==> src/rtl/spi_xfer_sequencer_if.sv <==
// Command/TX/RX streams and spi_master side-band bundled for spi_xfer_sequencer.
// The slave modport is the sequencer's view; master is the surrounding system.
interface spi_xfer_sequencer_if #(
  parameter int LEN_W = 5
);
  logic             cmd_valid;
  logic             cmd_ready;
  logic [LEN_W-1:0] cmd_len;
  logic [1:0]       cmd_mode;
  logic             tx_valid;
  logic             tx_ready;
  logic [7:0]       tx_data;
  logic             rx_valid;
  logic             rx_ready;
  logic [7:0]       rx_data;
  logic             spi_start;
  logic [7:0]       spi_data;
  logic [1:0]       spi_mode;
  logic             spi_done;
  logic [7:0]       spi_rdata;

  modport slave (
    input  cmd_valid, cmd_len, cmd_mode, tx_valid, tx_data, rx_ready, spi_done, spi_rdata,
    output cmd_ready, tx_ready, rx_valid, rx_data, spi_start, spi_data, spi_mode
  );

  modport master (
    output cmd_valid, cmd_len, cmd_mode, tx_valid, tx_data, rx_ready, spi_done, spi_rdata,
    input  cmd_ready, tx_ready, rx_valid, rx_data, spi_start, spi_data, spi_mode
  );
endinterface

==> src/rtl/spi_xfer_sequencer.sv <==
// Burst sequencer in front of spi_master: one transfer per TX byte, RX bytes into a FWFT FIFO.
// Optional WAIT watchdog enabled by defining SPI_SEQ_TIMEOUT_EN.
module spi_xfer_sequencer #(
  parameter int MAX_LEN  = 16,
  parameter int LEN_W    = $clog2(MAX_LEN + 1),
  parameter int RX_DEPTH = 4,
  parameter int TIMEOUT  = 1024
) (
  input  logic                    clk_i,
  input  logic                    rst_i,
  spi_xfer_sequencer_if.slave     bus,
  output logic                    busy_o,
  output logic                    err_len_o,
  output logic                    err_timeout_o
);
  localparam int PTR_W = $clog2(RX_DEPTH);
  localparam int CNT_W = PTR_W + 1;

  if ((RX_DEPTH < 2) || ((RX_DEPTH & (RX_DEPTH - 1)) != 0) || (MAX_LEN < 1) || (TIMEOUT < 1))
  begin : g_bad_cfg
    $error("spi_xfer_sequencer: illegal parameter set");
  end

  typedef enum logic [1:0] {S_IDLE, S_FETCH, S_START, S_WAIT} state_e;

  state_e           state_q, state_d;
  logic [LEN_W-1:0] rem_q, rem_d;
  logic [1:0]       mode_q, mode_d;
  logic [7:0]       data_q, data_d;
  logic             err_len_q, err_len_d;

  logic [7:0]       mem_q [RX_DEPTH];
  logic [PTR_W-1:0] wptr_q, rptr_q;
  logic [CNT_W-1:0] cnt_q;

  logic cmd_hs, tx_hs, len_ok, push, pop, timeout_hit;

  assign bus.cmd_ready = (state_q == S_IDLE);
  // TX is only taken when the FIFO can absorb the byte this transfer will return
  assign bus.tx_ready  = (state_q == S_FETCH) && (cnt_q < CNT_W'(RX_DEPTH));
  assign bus.spi_start = (state_q == S_START);
  assign bus.spi_data  = data_q;
  assign bus.spi_mode  = mode_q;
  assign bus.rx_valid  = (cnt_q != '0);
  assign bus.rx_data   = bus.rx_valid ? mem_q[rptr_q] : 8'h00;

  assign cmd_hs = bus.cmd_valid & bus.cmd_ready;
  assign tx_hs  = bus.tx_valid & bus.tx_ready;
  assign pop    = bus.rx_valid & bus.rx_ready;
  assign len_ok = (bus.cmd_len != '0) && (bus.cmd_len <= LEN_W'(MAX_LEN));

  assign busy_o    = (state_q != S_IDLE);
  assign err_len_o = err_len_q;

`ifdef SPI_SEQ_TIMEOUT_EN
  localparam int TO_W = $clog2(TIMEOUT + 1);
  logic [TO_W-1:0] wcnt_q, wcnt_d;

  // Counter is zero on WAIT entry, so TIMEOUT-1 marks the TIMEOUT-th WAIT cycle
  always_comb begin
    wcnt_d = '0;
    if (state_q == S_WAIT) wcnt_d = wcnt_q + 1'b1;
  end

  always_ff @(posedge clk_i) begin
    if (rst_i) wcnt_q <= '0;
    else       wcnt_q <= wcnt_d;
  end

  assign timeout_hit   = (state_q == S_WAIT) && !bus.spi_done && (wcnt_q == TO_W'(TIMEOUT - 1));
  assign err_timeout_o = timeout_hit;
`else
  assign timeout_hit   = 1'b0;
  assign err_timeout_o = 1'b0;
`endif

  always_comb begin
    state_d   = state_q;
    rem_d     = rem_q;
    mode_d    = mode_q;
    data_d    = data_q;
    err_len_d = 1'b0;
    push      = 1'b0;
    case (state_q)
      S_IDLE: begin
        if (cmd_hs) begin
          if (len_ok) begin
            rem_d   = bus.cmd_len;
            mode_d  = bus.cmd_mode;
            state_d = S_FETCH;
          end else begin
            err_len_d = 1'b1;
          end
        end
      end
      S_FETCH: begin
        if (tx_hs) begin
          data_d  = bus.tx_data;
          state_d = S_START;
        end
      end
      S_START: state_d = S_WAIT;
      S_WAIT: begin
        if (bus.spi_done) begin
          push    = 1'b1;
          rem_d   = rem_q - LEN_W'(1);
          state_d = (rem_q == LEN_W'(1)) ? S_IDLE : S_FETCH;
        end else if (timeout_hit) begin
          rem_d   = '0;
          state_d = S_IDLE;
        end
      end
      default: state_d = S_IDLE;
    endcase
  end

  always_ff @(posedge clk_i) begin
    if (rst_i) begin
      state_q   <= S_IDLE;
      rem_q     <= '0;
      mode_q    <= '0;
      data_q    <= '0;
      err_len_q <= 1'b0;
    end else begin
      state_q   <= state_d;
      rem_q     <= rem_d;
      mode_q    <= mode_d;
      data_q    <= data_d;
      err_len_q <= err_len_d;
    end
  end

  always_ff @(posedge clk_i) begin
    if (push) mem_q[wptr_q] <= bus.spi_rdata;
  end

  always_ff @(posedge clk_i) begin
    if (rst_i) begin
      wptr_q <= '0;
      rptr_q <= '0;
      cnt_q  <= '0;
    end else begin
      if (push) wptr_q <= wptr_q + 1'b1;
      if (pop)  rptr_q <= rptr_q + 1'b1;
      case ({push, pop})
        2'b10:   cnt_q <= cnt_q + 1'b1;
        2'b01:   cnt_q <= cnt_q - 1'b1;
        default: cnt_q <= cnt_q;
      endcase
    end
  end
endmodule
==> src/flat_wrapper.sv <==
// flat-port wrapper written by rule: the top's interface ports become plain ports
module spi_xfer_sequencer_flat 
#(
  parameter int MAX_LEN  = 16,
  parameter int LEN_W    = $clog2(MAX_LEN + 1),
  parameter int RX_DEPTH = 4,
  parameter int TIMEOUT  = 1024
)
  (clk_i, rst_i, busy_o, err_len_o, err_timeout_o, bus_cmd_valid, bus_cmd_len, bus_cmd_mode, bus_tx_valid, bus_tx_data, bus_rx_ready, bus_spi_done, bus_spi_rdata, bus_cmd_ready, bus_tx_ready, bus_rx_valid, bus_rx_data, bus_spi_start, bus_spi_data, bus_spi_mode);
  spi_xfer_sequencer_if #(.LEN_W(LEN_W)) bus_i ();
  input  logic clk_i;
  input  logic rst_i;
  output logic busy_o;
  output logic err_len_o;
  output logic err_timeout_o;
  input wire logic [$bits(bus_i.cmd_valid)-1:0] bus_cmd_valid;
  input wire logic [$bits(bus_i.cmd_len)-1:0] bus_cmd_len;
  input wire logic [$bits(bus_i.cmd_mode)-1:0] bus_cmd_mode;
  input wire logic [$bits(bus_i.tx_valid)-1:0] bus_tx_valid;
  input wire logic [$bits(bus_i.tx_data)-1:0] bus_tx_data;
  input wire logic [$bits(bus_i.rx_ready)-1:0] bus_rx_ready;
  input wire logic [$bits(bus_i.spi_done)-1:0] bus_spi_done;
  input wire logic [$bits(bus_i.spi_rdata)-1:0] bus_spi_rdata;
  output wire logic [$bits(bus_i.cmd_ready)-1:0] bus_cmd_ready;
  output wire logic [$bits(bus_i.tx_ready)-1:0] bus_tx_ready;
  output wire logic [$bits(bus_i.rx_valid)-1:0] bus_rx_valid;
  output wire logic [$bits(bus_i.rx_data)-1:0] bus_rx_data;
  output wire logic [$bits(bus_i.spi_start)-1:0] bus_spi_start;
  output wire logic [$bits(bus_i.spi_data)-1:0] bus_spi_data;
  output wire logic [$bits(bus_i.spi_mode)-1:0] bus_spi_mode;
  assign bus_i.cmd_valid = bus_cmd_valid;
  assign bus_i.cmd_len = bus_cmd_len;
  assign bus_i.cmd_mode = bus_cmd_mode;
  assign bus_i.tx_valid = bus_tx_valid;
  assign bus_i.tx_data = bus_tx_data;
  assign bus_i.rx_ready = bus_rx_ready;
  assign bus_i.spi_done = bus_spi_done;
  assign bus_i.spi_rdata = bus_spi_rdata;
  assign bus_cmd_ready = bus_i.cmd_ready;
  assign bus_tx_ready = bus_i.tx_ready;
  assign bus_rx_valid = bus_i.rx_valid;
  assign bus_rx_data = bus_i.rx_data;
  assign bus_spi_start = bus_i.spi_start;
  assign bus_spi_data = bus_i.spi_data;
  assign bus_spi_mode = bus_i.spi_mode;
  spi_xfer_sequencer #(.MAX_LEN(MAX_LEN), .LEN_W(LEN_W), .RX_DEPTH(RX_DEPTH), .TIMEOUT(TIMEOUT)) u_core (.clk_i(clk_i), .rst_i(rst_i), .bus(bus_i), .busy_o(busy_o), .err_len_o(err_len_o), .err_timeout_o(err_timeout_o));
endmodule
==> config.mk <==
export PLATFORM = sky130hd
export DESIGN_NAME = spi_xfer_sequencer_flat
export DESIGN_NICKNAME = d
export VERILOG_FILES = /design/src/rtl/spi_xfer_sequencer_if.sv /design/src/rtl/spi_xfer_sequencer.sv /design/src/flat_wrapper.sv
export SDC_FILE = /design/constraint.sdc
export NUM_CORES = 1
export LEC_CHECK = 0
export BUFFER_PORTS_ARGS = -buffer_cell sky130_fd_sc_hd__buf_2
export CORE_MARGIN = 2
export CORE_UTILIZATION = 44
export DETAILED_ROUTE_END_ITERATION = 10
export PLACE_DENSITY = 0.75
export RECOVER_POWER = 100
export SLEW_MARGIN = 20
export SYNTH_ARGS = -nofsm -noshare
export SYNTH_HDL_FRONTEND = slang
export SYNTH_SLANG_ARGS = --single-unit
==> constraint.sdc <==
create_clock -name clk_i -period 2.7 [get_ports clk_i]
set_clock_uncertainty 0.15 [all_clocks]
set_input_delay 0.135 -clock clk_i [delete_from_list [all_inputs] [get_ports clk_i]]
set_output_delay 0.135 -clock clk_i [all_outputs]
set_load 0.05 [all_outputs]
==> impl_metrics.ini, run 1 <==
[outcome]
run_status = finished clean

[route]
routedLengthMet1_um = 2240
via_count = 1982
top_layer = met4
remaining_drc_errors = 0
drtPass1Iterations = 4
antenna_left = 0
wl_per_cell_um = 13.8
wl_met3_um = 318
drt_wl_total_um = 5260
route.met2.wl_um = 2640
drt_iter0_drc = 77
vias_per_cell = 5.22

[power_and_ir_drop]
peakVddDrop_mv = 0.563
p_int_w = 0.00162
power_density_mw_per_mm2 = 782
power.switching_w = 0.000994
p_seq_frac = 0.412
p_comb_frac = 0.330
clkPwrFrac = 0.257
leakagePower_nw = 1.18
switching_share = 0.381

[timing]
tightest_slew_ns = 0.664
slew_viol_final = 0
hold_viol = 0
setup_violations = 0
setup-tns-final_ns = 0
rsz0062_at_grt = false
finalCriticalPeriod_ns = 2.34
slew_headroom = 0.556
finalCritPeriodShare = 0.866
fmax_mhz = 428
hold-worst-slack_ns = 0.0129

[clock_tree]
root_buffer = clkbuf_8
cts_htree_levels = 3
cts_tree = built
cts_hold_buf = 22
post-cts-setup-buffers = 0
cts_buffers = 9
clk_latency_ns = 0.32
clk_pin_slew_ns = 0.07
cts_sinks = 59
cts_buffer_depth = 2
cts-resized-gates = 0

[final_layout]
antenna_cells = 0
fillCellCount = 528
layout.nets = 341
fin_util = 0.564
drive_gt1_frac = 0.151
multi_input_area_mm2 = 0.00107
finish.instance_area_mm2 = 0.00334
final_common_cell = clkbuf_1
fin_cells = 380
final_cell_mix = 34 x clkbuf_1, 32 x edfxtp_1, 27 x dfxtp_1
syn_to_final_growth_pct = 24.5
regArea_mm2 = 0.00150

[placed_design]
dp_hpwl_um = 3440
dp.cells = 342
place_area_mm2 = 0.00301
gp_congestion = 0.765
io_buffer_count = 52

[yosys]
synth_enable_flop_cells = 32
synthesis.nets = 265
synth_top_area_share = 0.359
synth_seq_cells = 59
synth_area_mm2 = 0.00268
synth_warnings = 0
ys_seq_area_frac = 0.560
synth_area_leaders = edfxtp_1 36%, dfxtp_1 20%, mux4_2 6.7%
syn-instance-count = 224
synthFlopType = edfxtp_1
syn_area_per_cell_um2 = 12.0
synth_async_sr_flop_share = 0
synth_largest_area_cell = edfxtp_1
synthDistinctLibCells = 41

[worst_setup_path]
cp-start-kind = flip-flop
required_ns = 2.41
critPathMaxFanout = 10
path_class = flip-flop to output pin
reg2reg_slack_ns = 0.40
worstReg2RegEnd = u_core.bus.spi_data[6]
endpoint = bus_tx_ready
critical_path.startpoint = u_core.state_q[1]
rr_startpoint = u_core.state_q[1]
rr_worst_depth = 6
cp-end-kind = output pin
arrival_ns = 2.05

[grt]
track_usage = 0.169
grt.overflow.total = 0
antenna_found_initial = 0
grt_max_degree = 33
grt_pass1_vias = 1950
grt_pass1_wl_um = 8490

[floorplanning]
die_y_um = 82.0
num_io_pins = 54
die_area_mm2 = 0.00673
rows = 28
die_width_um = 82.0
initial_core_util = 0.453
core_mm2 = 0.00592

[worst_hold_path]
hp-class = primary input to flip-flop

[run]
drv_cap = 0
[sequential cells by signal, summed over array words and instances, names as in the netlist, named ones only]
name,flops
u_core.err_len_o,1
u_core.wptr_q,2
u_core.state_q,2
u_core.cnt_q,3
u_core.bus.spi_mode,2
u_core.rptr_q,2
u_core.rem_q,5
u_core.bus.spi_data,8
u_core.mem_q,32
[synth_stat cells, types with 3 or more instances]
library cell   n
a21oi_1       23
a31oi_1        3
and2_1         9
and3_1         4
clkbuf_1       8
dfxtp_1       27
edfxtp_1      32
ha_1          11
inv_1         12
mux2i_1        3
mux4_2         8
nand2_1       13
nand2b_1       8
nand3_1        9
nor2_1        11
nor2b_1        4
o21ai_0        3
o32ai_1        3
or3_1          3
xnor2_1        3
xor2_1         4
[critical path, stage by stage (launching register included)]
cell and delay, ns:
dfxtp_1 0.35, inv_1 0.09, ha_1 0.19, nor2b_1 0.56, clkbuf_1 0.53
[worst min-delay path by stage]
stage          slack, ns             start                      to  cells after the start
2_1_floorplan       0.08  bus_spi_rdata[0]      u_core.mem_q[0][0]                      0
3_5_place_dp        0.21  bus_spi_rdata[4]      u_core.mem_q[2][4]                      1
4_1_cts           0.0003      bus_tx_valid  u_core.bus.spi_data[1]                      3
6_report            0.01      bus_tx_valid  u_core.bus.spi_data[7]                      3
3_3_place_gp        0.20  bus_spi_rdata[4]      u_core.mem_q[2][4]                      1
5_1_grt            0.004      bus_tx_valid  u_core.bus.spi_data[5]                      3
[cell families after synthesis]
family	Yosys count	synth area share
simple gates	70	0.145
buf+inv	25	0.0373
compound gates	38	0.0901
other cells	1	0.00140
fa+ha+maj	12	0.0588
mux	12	0.0840
xor+xnor	7	0.0229
flops	59	0.560
[metrics by stage]
| stage | total power, W | setup WS (ns) |
|---|---|---|
| after detailed placement | 0.00195 | 0.424 |
| final | 0.00261 | 0.361 |
| after global placement | 0.00194 | 0.477 |
| after CTS | 0.00266 | 0.405 |
| after global routing | 0.00276 | 0.211 |
| after floorplan | 0.00177 | 0.330 |
[routing by layer]
metal  vias to the layer above  GRT usage
li1                        961          -
met1                       938      0.198
met2                        77      0.289
met3                         6     0.0462
met4                         0     0.0783
met5                         -          0
[layout make-up]
cell class | count | area share
Clock buffer | 9 | 0.0371
Clock inverter | 7 | 0.0131
Inverter | 13 | 0.0146
Multi-Input combinational cell | 140 | 0.321
Sequential cell | 59 | 0.450
Tap cell | 75 | 0.0281
Timing Repair Buffer | 77 | 0.136
[power groups by stage]
| stage | logic (W) | registers, W | clock network (W) |
|---|---|---|---|
| after floorplan | 0.000620 | 0.00115 | 0 |
| after global placement | 0.000848 | 0.00109 | 0 |
| after detailed placement | 0.000853 | 0.00109 | 0 |
| after CTS | 0.000888 | 0.00107 | 0.000695 |
| after global routing | 0.000940 | 0.00109 | 0.000738 |
| final | 0.000862 | 0.00108 | 0.000671 |
Power figures use the tool's default switching activity.
==> run 2, diff against run 1 <==
==> constraint.sdc (replaced) <==
create_clock -name clk_i -period 2.7 [get_ports clk_i]
set_clock_uncertainty 0.15 [all_clocks]
set_input_delay 0.135 -clock clk_i [delete_from_list [all_inputs] [get_ports clk_i]]
set_output_delay 0.135 -clock clk_i [all_outputs]
set_load 0.01 [all_outputs]
==> run 2 against run 1 <==
Power is 1.2% lower. Cell count fell by 0.26%. Critical endpoint is now u_core.cnt_q[2]. Critical path type is now flip-flop to flip-flop. First-iteration DRC count shrank 25%. Global-route usage up 0.41 points.
==> impl_metrics.ini, run 2 (synthesized netlist as in run 1, its figures left out) <==
[final_layout]
syn_to_final_growth_pct = 25.8
fillCellCount = 515
largest_reg_flops = 32
layout.nets = 340
final_common_cell = clkbuf_1
antenna_cells = 0
drive_gt1_frac = 0.158
final_cell_mix = 34 x clkbuf_1, 32 x edfxtp_1, 27 x dfxtp_1
largest-register = u_core.mem_q

[worst_setup_path]
critPathMaxFanout = 6
cp_top_family = adder cells
critical_path.startpoint = u_core.state_q[0]
path_cells = ha_1, and2_0, clkinv_1, ha_1, inv_1, fa_1, xor2_1, or3_1, a21oi_1
cp-start-kind = flip-flop
path_class = flip-flop to flip-flop
rr_startpoint = u_core.state_q[0]
cp-end-kind = flip-flop
path_buf_inv = 2
slowest_delay_ns = 0.42
path_common_cell = ha_1
arrival_ns = 2.39
slowest_stage = fa_1
required_ns = 2.80

[worst_hold_path]
hp-class = primary input to flip-flop
hp-start = bus_tx_valid

[timing]
hold_viol = 0
fmax_mhz = 438
slew_headroom = 0.558
slew_viol_final = 0
tightest_slew_ns = 0.662
finalCritPeriodShare = 0.847
setup-tns-final_ns = 0
setup_violations = 0
finalCriticalPeriod_ns = 2.29
rsz0062_at_grt = false

[clock_tree]
cts_buffers = 9
cts_tree = built
clk_latency_ns = 0.32
root_buffer = clkbuf_8
post-cts-setup-buffers = 0
clk_pin_slew_ns = 0.07
cts_htree_levels = 3
cts-resized-gates = 0
cts_buffer_depth = 2
cts_hold_buf = 21
cts_sinks = 59

[placed_design]
gp_congestion = 0.732
dp_hpwl_um = 3510
io_buffer_count = 52

[route]
remaining_drc_errors = 0
vias_per_cell = 5.17
drt_iter0_drc = 58
drt_wl_total_um = 5360
wl_per_cell_um = 14.1
antenna_left = 0
via_count = 1960
drtPass1Iterations = 4

[run]
drv_cap = 0

[grt]
grt_pass1_wl_um = 8750
track_usage = 0.174
antenna_found_initial = 0
grt.overflow.total = 0
grt_pass1_vias = 1941
grt_max_degree = 33

[power_and_ir_drop]
total_power_w = 0.00258
p_seq_frac = 0.418
power.switching_w = 0.000773
peakVddDrop_mv = 0.619
power_density_mw_per_mm2 = 764
switching_share = 0.300
clkPwrFrac = 0.330
p_int_w = 0.00180
leakagePower_nw = 1.21
p_comb_frac = 0.252

[outcome]
run_status = finished clean

[floorplanning]
core_mm2 = 0.00592
rows = 28
num_io_pins = 54
die_width_um = 82.0
die_area_mm2 = 0.00673
die_y_um = 82.0
initial_core_util = 0.453
-- run 2: worst register-to-register path, stage by stage (launching register included) --
cell,delay (ns)
dfxtp_1,0.36
ha_1,0.22
and2_0,0.15
clkinv_1,0.06
ha_1,0.17
inv_1,0.07
fa_1,0.42
xor2_1,0.15
or3_1,0.31
a21oi_1,0.15
-- run 2: through the flow --
stage | instances | area, um^2 | hold WS, ns | utilization | worst slack [ns]
floorplan | 224 | 2680 | 0.0839 | - | 0.330
finish | 379 | 3370 | 0.00943 | 0.570 | 0.414
detailed placement | 342 | 3010 | 0.205 | 0.508 | 0.423
global placement | 342 | 3010 | 0.204 | 0.508 | 0.478
global route | 379 | 3370 | 0.0156 | 0.570 | 0.304
CTS | 379 | 3430 | 0.00432 | 0.579 | 0.402
-- run 2: final timing paths --
| kind | to | slack [ns] | cells past startpoint |
|---|---|---|---|
| max | u_core.cnt_q[2] | 0.41 | 9 |
| min | u_core.bus.spi_data[7] | 0.009 | 3 |
| max reg2reg | u_core.cnt_q[2] | 0.41 | 9 |
| min reg2reg | u_core.bus.spi_data[3] | 0.31 | 2 |
-- run 2: area by class of cell --
class | count | area (um^2) | area share
multi-input cells | 140 | 1070 | 0.318
well taps | 75 | 93.8 | 0.0278
repair buffers | 76 | 445 | 0.132
clock inverters | 5 | 78.8 | 0.0234
flip-flops and latches | 59 | 1500 | 0.445
clock buffers | 11 | 131 | 0.0390
inverters | 13 | 48.8 | 0.0145
-- run 2: power groups by stage --
stage | registers (W) | clock network (W) | logic (W)
floorplan | 0.00109 | 0 | 0.000471
global placement | 0.00109 | 0 | 0.000640
detailed placement | 0.00109 | 0 | 0.000648
CTS | 0.00108 | 0.000865 | 0.000682
global route | 0.00109 | 0.000908 | 0.000730
finish | 0.00108 | 0.000849 | 0.000650
-- run 2: layer usage --
metal,vias to the layer above,share of wire,global-route usage
met5,-,0,0
li1,957,-,-
met1,931,0.43,0.204
met4,0,0.0084,0.0500
met3,7,0.046,0.0407
met2,65,0.51,0.315
==> run 3, diff against run 2 <==
==> constraint.sdc (replaced) <==
create_clock -name clk_i -period 2.3 [get_ports clk_i]
set_clock_uncertainty 0.15 [all_clocks]
set_input_delay 0.115 -clock clk_i [delete_from_list [all_inputs] [get_ports clk_i]]
set_output_delay 0.115 -clock clk_i [all_outputs]
set_load 0.01 [all_outputs]
==> run 3 against run 2 <==
Core utilization is 2.1 points higher. Hold slack improved by 0.011 ns. Register-to-register slack lost 0.29 ns. Routed wire length grew 2.3%. Maximum frequency rose by 5.0%. Cell count is 3.2% higher. Die area unchanged. Non-clock buffer count grew 13. Global-route usage increased by 0.84 points. Combinational power increased by 32%. Critical path type unchanged. Count of clock-buffer cells in the layout decreased by 1.
==> impl_metrics.ini, run 3 (synthesized netlist as in run 1, its figures left out) <==
[clock_tree]
cts_tree = built
root_buffer = clkbuf_8
clk_pin_slew_ns = 0.07
cts_buffers = 9
cts_htree_levels = 3
cts_buffer_depth = 2
cts_sinks = 59
clk_latency_ns = 0.33

[route]
remaining_drc_errors = 0
drt_iter0_drc = 56
wl_per_cell_um = 14.0
antenna_left = 0
drtPass1Iterations = 6
via_count = 1995
drt_wl_total_um = 5480
vias_per_cell = 5.10

[timing]
finalCritPeriodShare = 0.947
hold-worst-slack_ns = 0.0206
tightest_slew_ns = 0.605
finalCriticalPeriod_ns = 2.18
rsz0062_at_grt = false
hold_viol = 0
setup_ws_ns = 0.123
slew_viol_final = 0
setup_violations = 0
slew_headroom = 0.597
fmax_mhz = 459
setup-tns-final_ns = 0

[floorplanning]
die_width_um = 82.0
die_area_mm2 = 0.00673
die_y_um = 82.0
num_io_pins = 54
initial_core_util = 0.453
rows = 28
core_mm2 = 0.00592

[final_layout]
layout.nets = 353
fillCellCount = 501
largest-register = u_core.mem_q
drive_gt1_frac = 0.177
final_cell_mix = 32 x clkbuf_1, 32 x edfxtp_1, 29 x dlygate4sd3_1
fin_cells = 391
largest_reg_flops = 32
antenna_cells = 0
syn_to_final_growth_pct = 30.5

[power_and_ir_drop]
peakVddDrop_mv = 0.641
leakagePower_nw = 1.24
power_density_mw_per_mm2 = 886

[run]
drv_cap = 0

[placed_design]
io_buffer_count = 52
dp_slack_ns = 0.116
gp_congestion = 0.806
dp_hpwl_um = 3520
dp.cells = 347

[worst_setup_path]
slowest_stage = fa_1
slowest_delay_ns = 0.43
path_class = flip-flop to flip-flop
cp-start-kind = flip-flop
path_buf_inv = 1
cp-end-kind = flip-flop
path_cells = or3_1, and2_1, ha_2, inv_1, fa_1, xor2_1, or3_1, a21oi_1
critPathMaxFanout = 5
cp_top_family = adder cells
arrival_ns = 2.29
path_common_cell = or3_1
required_ns = 2.41

[grt]
track_usage = 0.182
grt_pass1_vias = 1953
grt.overflow.total = 0
antenna_found_initial = 0
grt_pass1_wl_um = 8790
grt_max_degree = 33

[worst_hold_path]
hp-class = primary input to flip-flop

[outcome]
run_status = finished clean
[run 3: final cells by class]
class	count	area (um^2)	area share
Multi-Input combinational cell	140	1090	0.311
Inverter	13	48.8	0.0140
Tap cell	75	93.8	0.0268
Clock buffer	10	128	0.0365
Timing Repair Buffer	89	559	0.160
Clock inverter	5	78.8	0.0225
Sequential cell	59	1500	0.429
[run 3: metrics by stage]
stage | instance area [um^2] | total power [W] | util
floorplan | 2690 | 0.00184 | -
global placement | 3060 | 0.00210 | 0.516
detailed placement | 3060 | 0.00212 | 0.516
CTS | 3550 | 0.00317 | 0.600
global route | 3500 | 0.00329 | 0.591
finish | 3500 | 0.00310 | 0.591
[run 3: path summary, 6_finish.rpt]
| check | from | end | cells after the start | slack, ns |
|---|---|---|---|---|
| setup / recovery | u_core.cnt_q[2] | u_core.cnt_q[2] | 8 | 0.12 |
| hold / removal | bus_cmd_len[2] | u_core.rem_q[2] | 3 | 0.02 |
| setup reg to reg | u_core.cnt_q[2] | u_core.cnt_q[2] | 8 | 0.12 |
| hold reg to reg | u_core.bus.spi_data[6] | u_core.bus.spi_data[6] | 2 | 0.31 |
[run 3: timing repair]
item                                   in CTS  in global routing
resized for setup                           0                  1
setup endpoints to repair                   0                  1
hold buffers                               29                  0
endpoints found under the hold margin      43                  0
setup buffers                               0                  0
[run 3: tightest hold or removal path: cells and delay by family]
kind            cells  cell delay, ns
compound gates      1            0.09
mux                 1            0.13
buf+inv             1            0.12
[run 3: metal layers]
| layer | routed length [um] | part of all wire | GRT usage | vias to the layer above |
|---|---|---|---|---|
| met1 | 2190 | 0.40 | 0.186 | 940 |
| met2 | 2940 | 0.54 | 0.329 | 66 |
| li1 | - | - | - | 981 |
| met5 | 0 | 0 | 0 | - |
| met4 | 72 | 0.013 | 0.0667 | 0 |
| met3 | 281 | 0.051 | 0.0769 | 8 |
[run 3: power breakdown]
part	switching [W]	internal, W
clock network	0.000389	0.000600
logic	0.000476	0.000380
registers	0.0000638	0.00119
